## src/rtl/reg_access_ctrl_if.sv

```systemverilog
// ============================================================================
// Module      : reg_access_ctrl_if
// Description : Bundles the instruction, execute-stage and register-file
//               signals of reg_access_ctrl. The slave modport is the
//               controller's view. The master modport is the view of the
//               surrounding decoder, ALU and register file.
// Revision    : 1.0 - initial release
// ============================================================================
`default_nettype none

interface reg_access_ctrl_if #(
    parameter int DATA_W = 32,
    parameter int ADDR_W = 4
);
    logic              start;
    logic [ADDR_W-1:0] rn_sel;
    logic [ADDR_W-1:0] rm_sel;
    logic [ADDR_W-1:0] rd_sel;
    logic              wb_en;
    logic [DATA_W-1:0] result;
    logic              result_valid;
    logic [DATA_W-1:0] rf_A;
    logic [DATA_W-1:0] rf_B;
    logic [ADDR_W-1:0] rf_addrA;
    logic [ADDR_W-1:0] rf_addrB;
    logic [DATA_W-1:0] rf_I;
    logic              rf_RW;
    logic [DATA_W-1:0] opA;
    logic [DATA_W-1:0] opB;
    logic              op_valid;
    logic              busy;
    logic              done;
    logic              error;

    modport master (
        output start, rn_sel, rm_sel, rd_sel, wb_en, result, result_valid,
        output rf_A, rf_B,
        input  rf_addrA, rf_addrB, rf_I, rf_RW,
        input  opA, opB, op_valid, busy, done, error
    );

    modport slave (
        input  start, rn_sel, rm_sel, rd_sel, wb_en, result, result_valid,
        input  rf_A, rf_B,
        output rf_addrA, rf_addrB, rf_I, rf_RW,
        output opA, opB, op_valid, busy, done, error
    );
endinterface

`default_nettype wire

```

## src/rtl/reg_access_ctrl.sv

```systemverilog
// ============================================================================
// Module      : reg_access_ctrl
// Description : Initiator-side register access controller. For each accepted
//               instruction it reads Rn and Rm and hands the operands to the
//               execute stage. It then waits for the execute result, with a
//               bounded wait, and writes the result back to Rd.
// Revision    : 1.0 - initial release
// ============================================================================
`default_nettype none

module reg_access_ctrl #(
    parameter int DATA_W  = 32,
    parameter int ADDR_W  = 4,
    parameter int TIMEOUT = 16
) (
    input  wire logic         CLK,
    input  wire logic         CLR,
    reg_access_ctrl_if.slave  bus
);
    localparam int                 c_CNT_W   = $clog2(TIMEOUT + 1);
    localparam logic [c_CNT_W-1:0] c_TIMEOUT = c_CNT_W'(TIMEOUT);

    typedef enum logic [2:0] {
        S_IDLE  = 3'd0,
        S_READ  = 3'd1,
        S_EXEC  = 3'd2,
        S_WRITE = 3'd3,
        S_DONE  = 3'd4
    } state_t;

    state_t              r_state;
    state_t              w_nextState;
    logic [ADDR_W-1:0]   r_rnSel;
    logic [ADDR_W-1:0]   r_rmSel;
    logic [ADDR_W-1:0]   r_rdSel;
    logic                r_wbEn;
    logic [DATA_W-1:0]   r_opA;
    logic [DATA_W-1:0]   r_opB;
    logic [DATA_W-1:0]   r_result;
    logic [c_CNT_W-1:0]  r_count;
    logic                r_timedOut;

    // The counter is compared at its registered value. It holds TIMEOUT
    // during the last EXEC cycle, so done arrives in cycle TIMEOUT+3.
    logic w_timeout;
    assign w_timeout = (r_count == c_TIMEOUT);

    // State register; reset aborts any operation, including a pending write
    always_ff @(posedge CLK or posedge CLR) begin
        if (CLR) begin
            r_state <= S_IDLE;
        end else begin
            r_state <= w_nextState;
        end
    end

    // Next-state decode and per-state register-file / handshake outputs
    always_comb begin
        w_nextState  = r_state;
        bus.rf_addrA = '0;
        bus.rf_addrB = '0;
        bus.rf_RW    = 1'b0;
        bus.op_valid = 1'b0;
        bus.busy     = 1'b1;
        bus.done     = 1'b0;
        bus.error    = 1'b0;
        case (r_state)
            S_IDLE: begin
                bus.busy = 1'b0;
                if (bus.start) begin
                    w_nextState = S_READ;
                end
            end
            S_READ: begin
                bus.rf_addrA = r_rnSel;
                bus.rf_addrB = r_rmSel;
                w_nextState  = S_EXEC;
            end
            S_EXEC: begin
                bus.op_valid = 1'b1;
                if (bus.result_valid) begin
                    w_nextState = r_wbEn ? S_WRITE : S_DONE;
                end else if (w_timeout) begin
                    w_nextState = S_DONE;
                end
            end
            S_WRITE: begin
                bus.rf_addrA = r_rdSel;
                bus.rf_RW    = 1'b1;
                w_nextState  = S_DONE;
            end
            S_DONE: begin
                bus.done    = 1'b1;
                bus.error   = r_timedOut;
                w_nextState = S_IDLE;
            end
            default: begin
                w_nextState = S_IDLE;
            end
        endcase
    end

    // Request latching, operand capture, result capture and timeout counting
    always_ff @(posedge CLK or posedge CLR) begin
        if (CLR) begin
            r_rnSel    <= '0;
            r_rmSel    <= '0;
            r_rdSel    <= '0;
            r_wbEn     <= 1'b0;
            r_opA      <= '0;
            r_opB      <= '0;
            r_result   <= '0;
            r_count    <= '0;
            r_timedOut <= 1'b0;
        end else begin
            case (r_state)
                S_IDLE: begin
                    if (bus.start) begin
                        r_rnSel    <= bus.rn_sel;
                        r_rmSel    <= bus.rm_sel;
                        r_rdSel    <= bus.rd_sel;
                        r_wbEn     <= bus.wb_en;
                        r_count    <= '0;
                        r_timedOut <= 1'b0;
                    end
                end
                S_READ: begin
                    r_opA <= bus.rf_A;
                    r_opB <= bus.rf_B;
                end
                S_EXEC: begin
                    if (bus.result_valid) begin
                        r_result <= bus.result;
                        r_count  <= '0;
                    end else if (w_timeout) begin
                        r_timedOut <= 1'b1;
                        r_count    <= '0;
                    end else begin
                        r_count <= r_count + 1'b1;
                    end
                end
                default: begin
                end
            endcase
        end
    end

    assign bus.opA  = r_opA;
    assign bus.opB  = r_opB;
    assign bus.rf_I = r_result;

endmodule

`default_nettype wire
```

## src/flat_wrapper.sv

```systemverilog
// flat-port wrapper written by rule: the top's interface ports become plain ports
module reg_access_ctrl_flat 
#(
    parameter int DATA_W  = 32,
    parameter int ADDR_W  = 4,
    parameter int TIMEOUT = 16
)
  (CLK, CLR, bus_start, bus_rn_sel, bus_rm_sel, bus_rd_sel, bus_wb_en, bus_result, bus_result_valid, bus_rf_A, bus_rf_B, bus_rf_addrA, bus_rf_addrB, bus_rf_I, bus_rf_RW, bus_opA, bus_opB, bus_op_valid, bus_busy, bus_done, bus_error);
  reg_access_ctrl_if #(.DATA_W(DATA_W), .ADDR_W(ADDR_W)) bus_i ();
  input  wire logic CLK;
  input  wire logic CLR;
  input wire logic [$bits(bus_i.start)-1:0] bus_start;
  input wire logic [$bits(bus_i.rn_sel)-1:0] bus_rn_sel;
  input wire logic [$bits(bus_i.rm_sel)-1:0] bus_rm_sel;
  input wire logic [$bits(bus_i.rd_sel)-1:0] bus_rd_sel;
  input wire logic [$bits(bus_i.wb_en)-1:0] bus_wb_en;
  input wire logic [$bits(bus_i.result)-1:0] bus_result;
  input wire logic [$bits(bus_i.result_valid)-1:0] bus_result_valid;
  input wire logic [$bits(bus_i.rf_A)-1:0] bus_rf_A;
  input wire logic [$bits(bus_i.rf_B)-1:0] bus_rf_B;
  output wire logic [$bits(bus_i.rf_addrA)-1:0] bus_rf_addrA;
  output wire logic [$bits(bus_i.rf_addrB)-1:0] bus_rf_addrB;
  output wire logic [$bits(bus_i.rf_I)-1:0] bus_rf_I;
  output wire logic [$bits(bus_i.rf_RW)-1:0] bus_rf_RW;
  output wire logic [$bits(bus_i.opA)-1:0] bus_opA;
  output wire logic [$bits(bus_i.opB)-1:0] bus_opB;
  output wire logic [$bits(bus_i.op_valid)-1:0] bus_op_valid;
  output wire logic [$bits(bus_i.busy)-1:0] bus_busy;
  output wire logic [$bits(bus_i.done)-1:0] bus_done;
  output wire logic [$bits(bus_i.error)-1:0] bus_error;
  assign bus_i.start = bus_start;
  assign bus_i.rn_sel = bus_rn_sel;
  assign bus_i.rm_sel = bus_rm_sel;
  assign bus_i.rd_sel = bus_rd_sel;
  assign bus_i.wb_en = bus_wb_en;
  assign bus_i.result = bus_result;
  assign bus_i.result_valid = bus_result_valid;
  assign bus_i.rf_A = bus_rf_A;
  assign bus_i.rf_B = bus_rf_B;
  assign bus_rf_addrA = bus_i.rf_addrA;
  assign bus_rf_addrB = bus_i.rf_addrB;
  assign bus_rf_I = bus_i.rf_I;
  assign bus_rf_RW = bus_i.rf_RW;
  assign bus_opA = bus_i.opA;
  assign bus_opB = bus_i.opB;
  assign bus_op_valid = bus_i.op_valid;
  assign bus_busy = bus_i.busy;
  assign bus_done = bus_i.done;
  assign bus_error = bus_i.error;
  reg_access_ctrl #(.DATA_W(DATA_W), .ADDR_W(ADDR_W), .TIMEOUT(TIMEOUT)) u_core (.CLK(CLK), .CLR(CLR), .bus(bus_i));
endmodule
```

## config.mk

```make
export PLATFORM = sky130hd
export DESIGN_NAME = reg_access_ctrl_flat
export DESIGN_NICKNAME = d
export VERILOG_FILES = /design/src/rtl/reg_access_ctrl_if.sv /design/src/rtl/reg_access_ctrl.sv /design/src/flat_wrapper.sv
export SDC_FILE = /design/constraint.sdc
export NUM_CORES = 1
export LEC_CHECK = 0
export CAP_MARGIN = 30
export CORE_MARGIN = 5
export CORE_UTILIZATION = 37
export CTS_CLUSTER_SIZE = 16
export DETAILED_ROUTE_END_ITERATION = 10
export HOLD_SLACK_MARGIN = 0.12
export PLACE_DENSITY = 0.76
export SLEW_MARGIN = 0
export SYNTH_ARGS = -nofsm -noshare
export SYNTH_HDL_FRONTEND = slang
export SYNTH_SLANG_ARGS = --single-unit
```

## constraint.sdc

```tcl
create_clock -name CLK -period 4.14 [get_ports CLK]
set_input_delay 0.828 -clock CLK [delete_from_list [all_inputs] [get_ports CLK]]
set_output_delay 0.828 -clock CLK [all_outputs]
set_load 0.05 [all_outputs]
```

== Word level (Yosys, flattened, before mapping) ==
Index checks and enable logic that the tools add are counted.

* Bits in registers: 118

* Add/sub/neg operators: 1
* Equality and inequality tests: 9
* Mux-type cells: 20
* Reductions and logical operators: 7

{| class="wikitable"
|+ Operators with widths
! cell !! number
|-
| 5-bit 2-to-1 mux || 3
|-
| 3-bit 2-to-1 mux || 4
|-
| 3-bit one-hot mux with 4 select lines || 1
|-
| 5-bit one-hot mux with 2 select lines || 1
|-
| 1-bit 2-to-1 mux || 8
|-
| 4-bit one-hot mux with 2 select lines || 1
|-
| 2-bit AND reduction || 4
|-
| 3-bit by 2-bit == test with 1-bit output, second input constant || 2
|-
| 5-bit by 1-bit adder with 5-bit output, second input constant || 1
|-
| 5-bit == test, second input constant || 1
|-
| 4-bit 2-to-1 mux || 1
|-
| 2-bit != test, second input constant || 2
|-
| 4-bit AND reduction || 1
|-
| 3-bit by 1-bit == test with 1-bit output, second input constant || 1
|-
| 3-bit == test, second input constant || 1
|-
| 3-bit logical NOT || 1
|-
| 3-bit by 2-bit != test with 1-bit output, second input constant || 1
|-
| 2-bit by 1-bit != test with 1-bit output, second input constant || 1
|-
| 1-bit one-hot mux with 2 select lines || 1
|-
| 2-bit nonzero test || 1
|}

== Longest topological paths before layout ==
* Depth in word-level cells: 4
* Depth in mapped cells: 6
* Mapped depth without buffers: 5

== Worst setup path after synthesis ==
Ideal clock, no wire load.

* Kind: register to output
* From: register u_core.r_state[2]
* To: output port bus_rf_addrA[0]
* Arrival: 2.514 ns
* Required time: 3.312 ns
* Slack: 0.798 ns
* Stages on the path, launching flop included: 4
* Cells stage by stage: dfrtp_1 -> buf_6 -> nor3b_1 -> a22o_1

* Cells in the longest elaborated chain, start to end: 2

{| class="wikitable"
|+ RTL lines
! what !! line !! text
|-
| start, declared || reg_access_ctrl.sv:31 || <nowiki>state_t r_state;</nowiki>
|-
| start signal, assigned || reg_access_ctrl.sv:53 || <nowiki>r_state <= w_nextState;</nowiki>
|-
| 3-bit by 2-bit == test with 1-bit output / 3-bit by 1-bit == test with 1-bit output (equally long branches) || reg_access_ctrl.sv:67 || <nowiki>case (r_state)</nowiki>
|-
| 4-bit one-hot mux with 2 select lines (*) || reg_access_ctrl.sv:67 ||
|-
| end, declared || flat_wrapper.sv:21 || <nowiki>output wire logic [$bits(bus_i.rf_addrA)-1:0] bus_rf_addrA;</nowiki>
|}

Mark *: on every way between the ends. The rest lies on a longest branch, timed or not.

== Worst setup path after layout ==
* From: register u_core.r_state[0]
* To: output port bus_rf_addrA[1]

The elaborated chain is that of the path after synthesis.

==> flow_summary.ini <==
[finish]
antenna_cells = 0
final_cell_mix = clkdlybuf4s50_1 (221), dfrtp_1 (118), mux2_2 (96)
fin_nets = 640
mostFrequentLayoutCell = clkdlybuf4s50_1
fin_area_um2 = 7702
area_growth_pct = 61.53
instances_no_fill = 709
drive_above_1_share_pct = 26.63

[die]
die_area_um2 = 15260
die_w_um = 123.5
die_height_um = 123.5
design.core.area_um2 = 12620
ios = 222
rows = 41
initial_core_util_pct = 37.79

[detailed_routing]
wire_per_inst_um = 16.79
via_per_inst = 4.646
dr_total_vias = 3294
first_pass_iters = 4
drt-initial-drc-count = 153
wl_mm = 11.91
drtAntennaViolNets = 0
drc = 0

[timing]
rsz0062_at_grt = false
fin_worst_skew_ps = 5.741
fin_crit_sh_pct = 86.77
setup_viol = 0
period_minus_slack_ps = 3592
tightest_slew_ps = 774.5
whs_ps = 480.8
relSlewSlack_pct = 48.37
drv_slew = 0
tns_ps = 0
fmax_mhz = 278.4
hold_violations = 0

[yosys]
synth_area_leaders = dfrtp_1 (62%), mux2_2 (23%), mux2_4 (2.5%)
yosys.area.top_type = dfrtp_1
synth_compound_area_share_pct = 2.467
synthesis.area_um2 = 4768
yosys.cell_types.count = 35
ys_seq_area_share_pct = 61.93
synth_xor_area_share_pct = 0
yosysTopAreaCellShare_pct = 61.93
synth-seq-cells = 118
yosys_warnings = 0
synth_top_family_by_area = multiplexers
synthSimpleGateAreaFrac_pct = 4.959
synth_fp_nets = 413
synth_fa_ha_area_share_pct = 0.5248
synth.area.mux_share_pct = 26.58
synth.avg_cell_area_um2 = 16.00
synthCells = 298

[clock_tree]
root_buffer = clkbuf_16
clk_pin_slew_ps = 50
cts_tree = yes
ctsResizeCount = 0
cts_setup_buffers = 0
cts_sinks = 118
numCtsBuffers = 17
clock_latency_ps = 400
h-tree-depth = 4
max-clock-path-buffers = 2
cts_hold_buf = 0

[global_route]
first_global_vias = 3719
grt_max_degree = 62
antenna_found_initial = 0
grt_pass1_wl_mm = 18.97
grtUsageTotal_pct = 16.11
overflow = 0

[place]
placedCellCount = 678
place_area_um2 = 7091
dp_hpwl_mm = 8.969
place_congestion = 0.7619
io_buffers = 221

[worst_setup_path]
crit_required_ps = 3310
cp-end-kind = output pin
crit_start = u_core.r_state[0]$_DFFE_PP0P_
reg2reg_from = u_core.r_state[0]$_DFFE_PP0P_
cp-start-kind = flop
critPathKind = flop to output pin
cp.arrival_ps = 2760
crit_fanout = 9

[power]
p_per_area_nw_per_um2 = 1021
p_leak_nw = 3.176
power_mw = 7.863
ir_drop_v = 0.0005574

[min_path]
hold_class = flop to flop
hp-start = u_core.bus.opB[16]$_DFFE_PP0N_

[run_status]
status = finished, final reports clean

[job]
cap_violations = 0
layout make-up:
cell class / count / area [um^2]
well taps: 172 / 215.2
clock buffers: 20 / 456.7
inverters: 7 / 28.78
fillers: 1042 / 4917
repair buffers: 224 / 2247
clock inverters: 11 / 155.1
multi-input cells: 157 / 1647
flip-flops and latches: 118 / 2953
layer usage:
layer  share of wire [%]  GRT usage (%)  wire length (um)
met1                  38          18.44              4474
met2                  52          27.12              6192
met3                  10          7.182              1191
met4                0.39          4.913                47
met5                   0              0                 0
per-stage QoR:
step                worst slack [ps]  util, %
global route                   424.3    61.04
CTS                            526.8    61.04
floorplan                      182.9        -
detailed placement              1003    56.19
global placement                1036    56.19
finish                         547.5    61.04
logic make-up after synthesis:
group	after synthesis
flip-flops	118
multiplexers	110
AND/OR/NAND/NOR	29
buffers and inverters	23
AO/OA/AOI/OAI	16
adder cells (fa/ha/maj)	2
critical path: stages (launching register included):
cell and delay (ps):
dfrtp_1 570, inv_1 150, nor3b_1 600, a22o_1 240, clkdlybuf4s50_1 810
final timing paths:
check	slack (ps)	cells past startpoint	to
max	550	4	bus_rf_addrA[1]
min	480	1	u_core.bus.opB[16]$_DFFE_PP0N_
max reg2reg	1710	4	u_core.bus.opB[28]$_DFFE_PP0N_
min reg2reg	480	1	u_core.bus.opB[16]$_DFFE_PP0N_
max in group asynchronous	2420	3	u_core.bus.opB[8]$_DFFE_PP0N_
min in group asynchronous	930	2	u_core.bus.opB[13]$_DFFE_PP0N_
where the power goes:
group / switching, mW / internal [mW]
Combinational: 2.62 / 1.68
Sequential: 0.323 / 1.73
Clock: 0.487 / 1.03
cells in the mapped netlist:
| cell type | n |
|---|---|
| nand2b_1 | 3 |
| nand4b_1 | 1 |
| nor4b_4 | 1 |
| o21ai_0 | 2 |
| mux2_4 | 8 |
| mux2_1 | 5 |
| nand3_1 | 7 |
| inv_1 | 7 |
| ha_1 | 2 |
| buf_6 | 5 |
| o31ai_1 | 1 |
| mux2_2 | 96 |
| o211ai_1 | 1 |
| o2111ai_1 | 1 |
| a31oi_1 | 2 |
| clkbuf_1 | 1 |
| buf_12 | 1 |
| mux2i_1 | 1 |
| nor2_1 | 1 |
| a41oi_1 | 2 |
| nor3b_1 | 3 |
| a2111oi_0 | 1 |
| buf_4 | 7 |
| nor2_8 | 1 |
| nor3_1 | 1 |
| a22o_1 | 4 |
| nor2_4 | 1 |
| or3_4 | 1 |
| buf_2 | 2 |
| nand4bb_1 | 1 |
| a21oi_1 | 2 |
| and3b_1 | 1 |
| dfrtp_1 | 118 |
| and2_1 | 6 |
| nor3b_4 | 1 |
registers in the layout (all words and copies together) (netlist names):
| signal | cells |
|---|---|
| u_core.r_count | 5 |
| u_core.r_timedOut | 1 |
| u_core.r_state | 3 |
| u_core.r_rmSel | 4 |
| u_core.r_rdSel | 4 |
| u_core.bus.opA | 32 |
| u_core.r_rnSel | 4 |
| u_core.bus.opB | 32 |
| u_core.r_wbEn | 1 |
| u_core.bus.rf_I | 32 |
(Power assumes the default switching activity.)
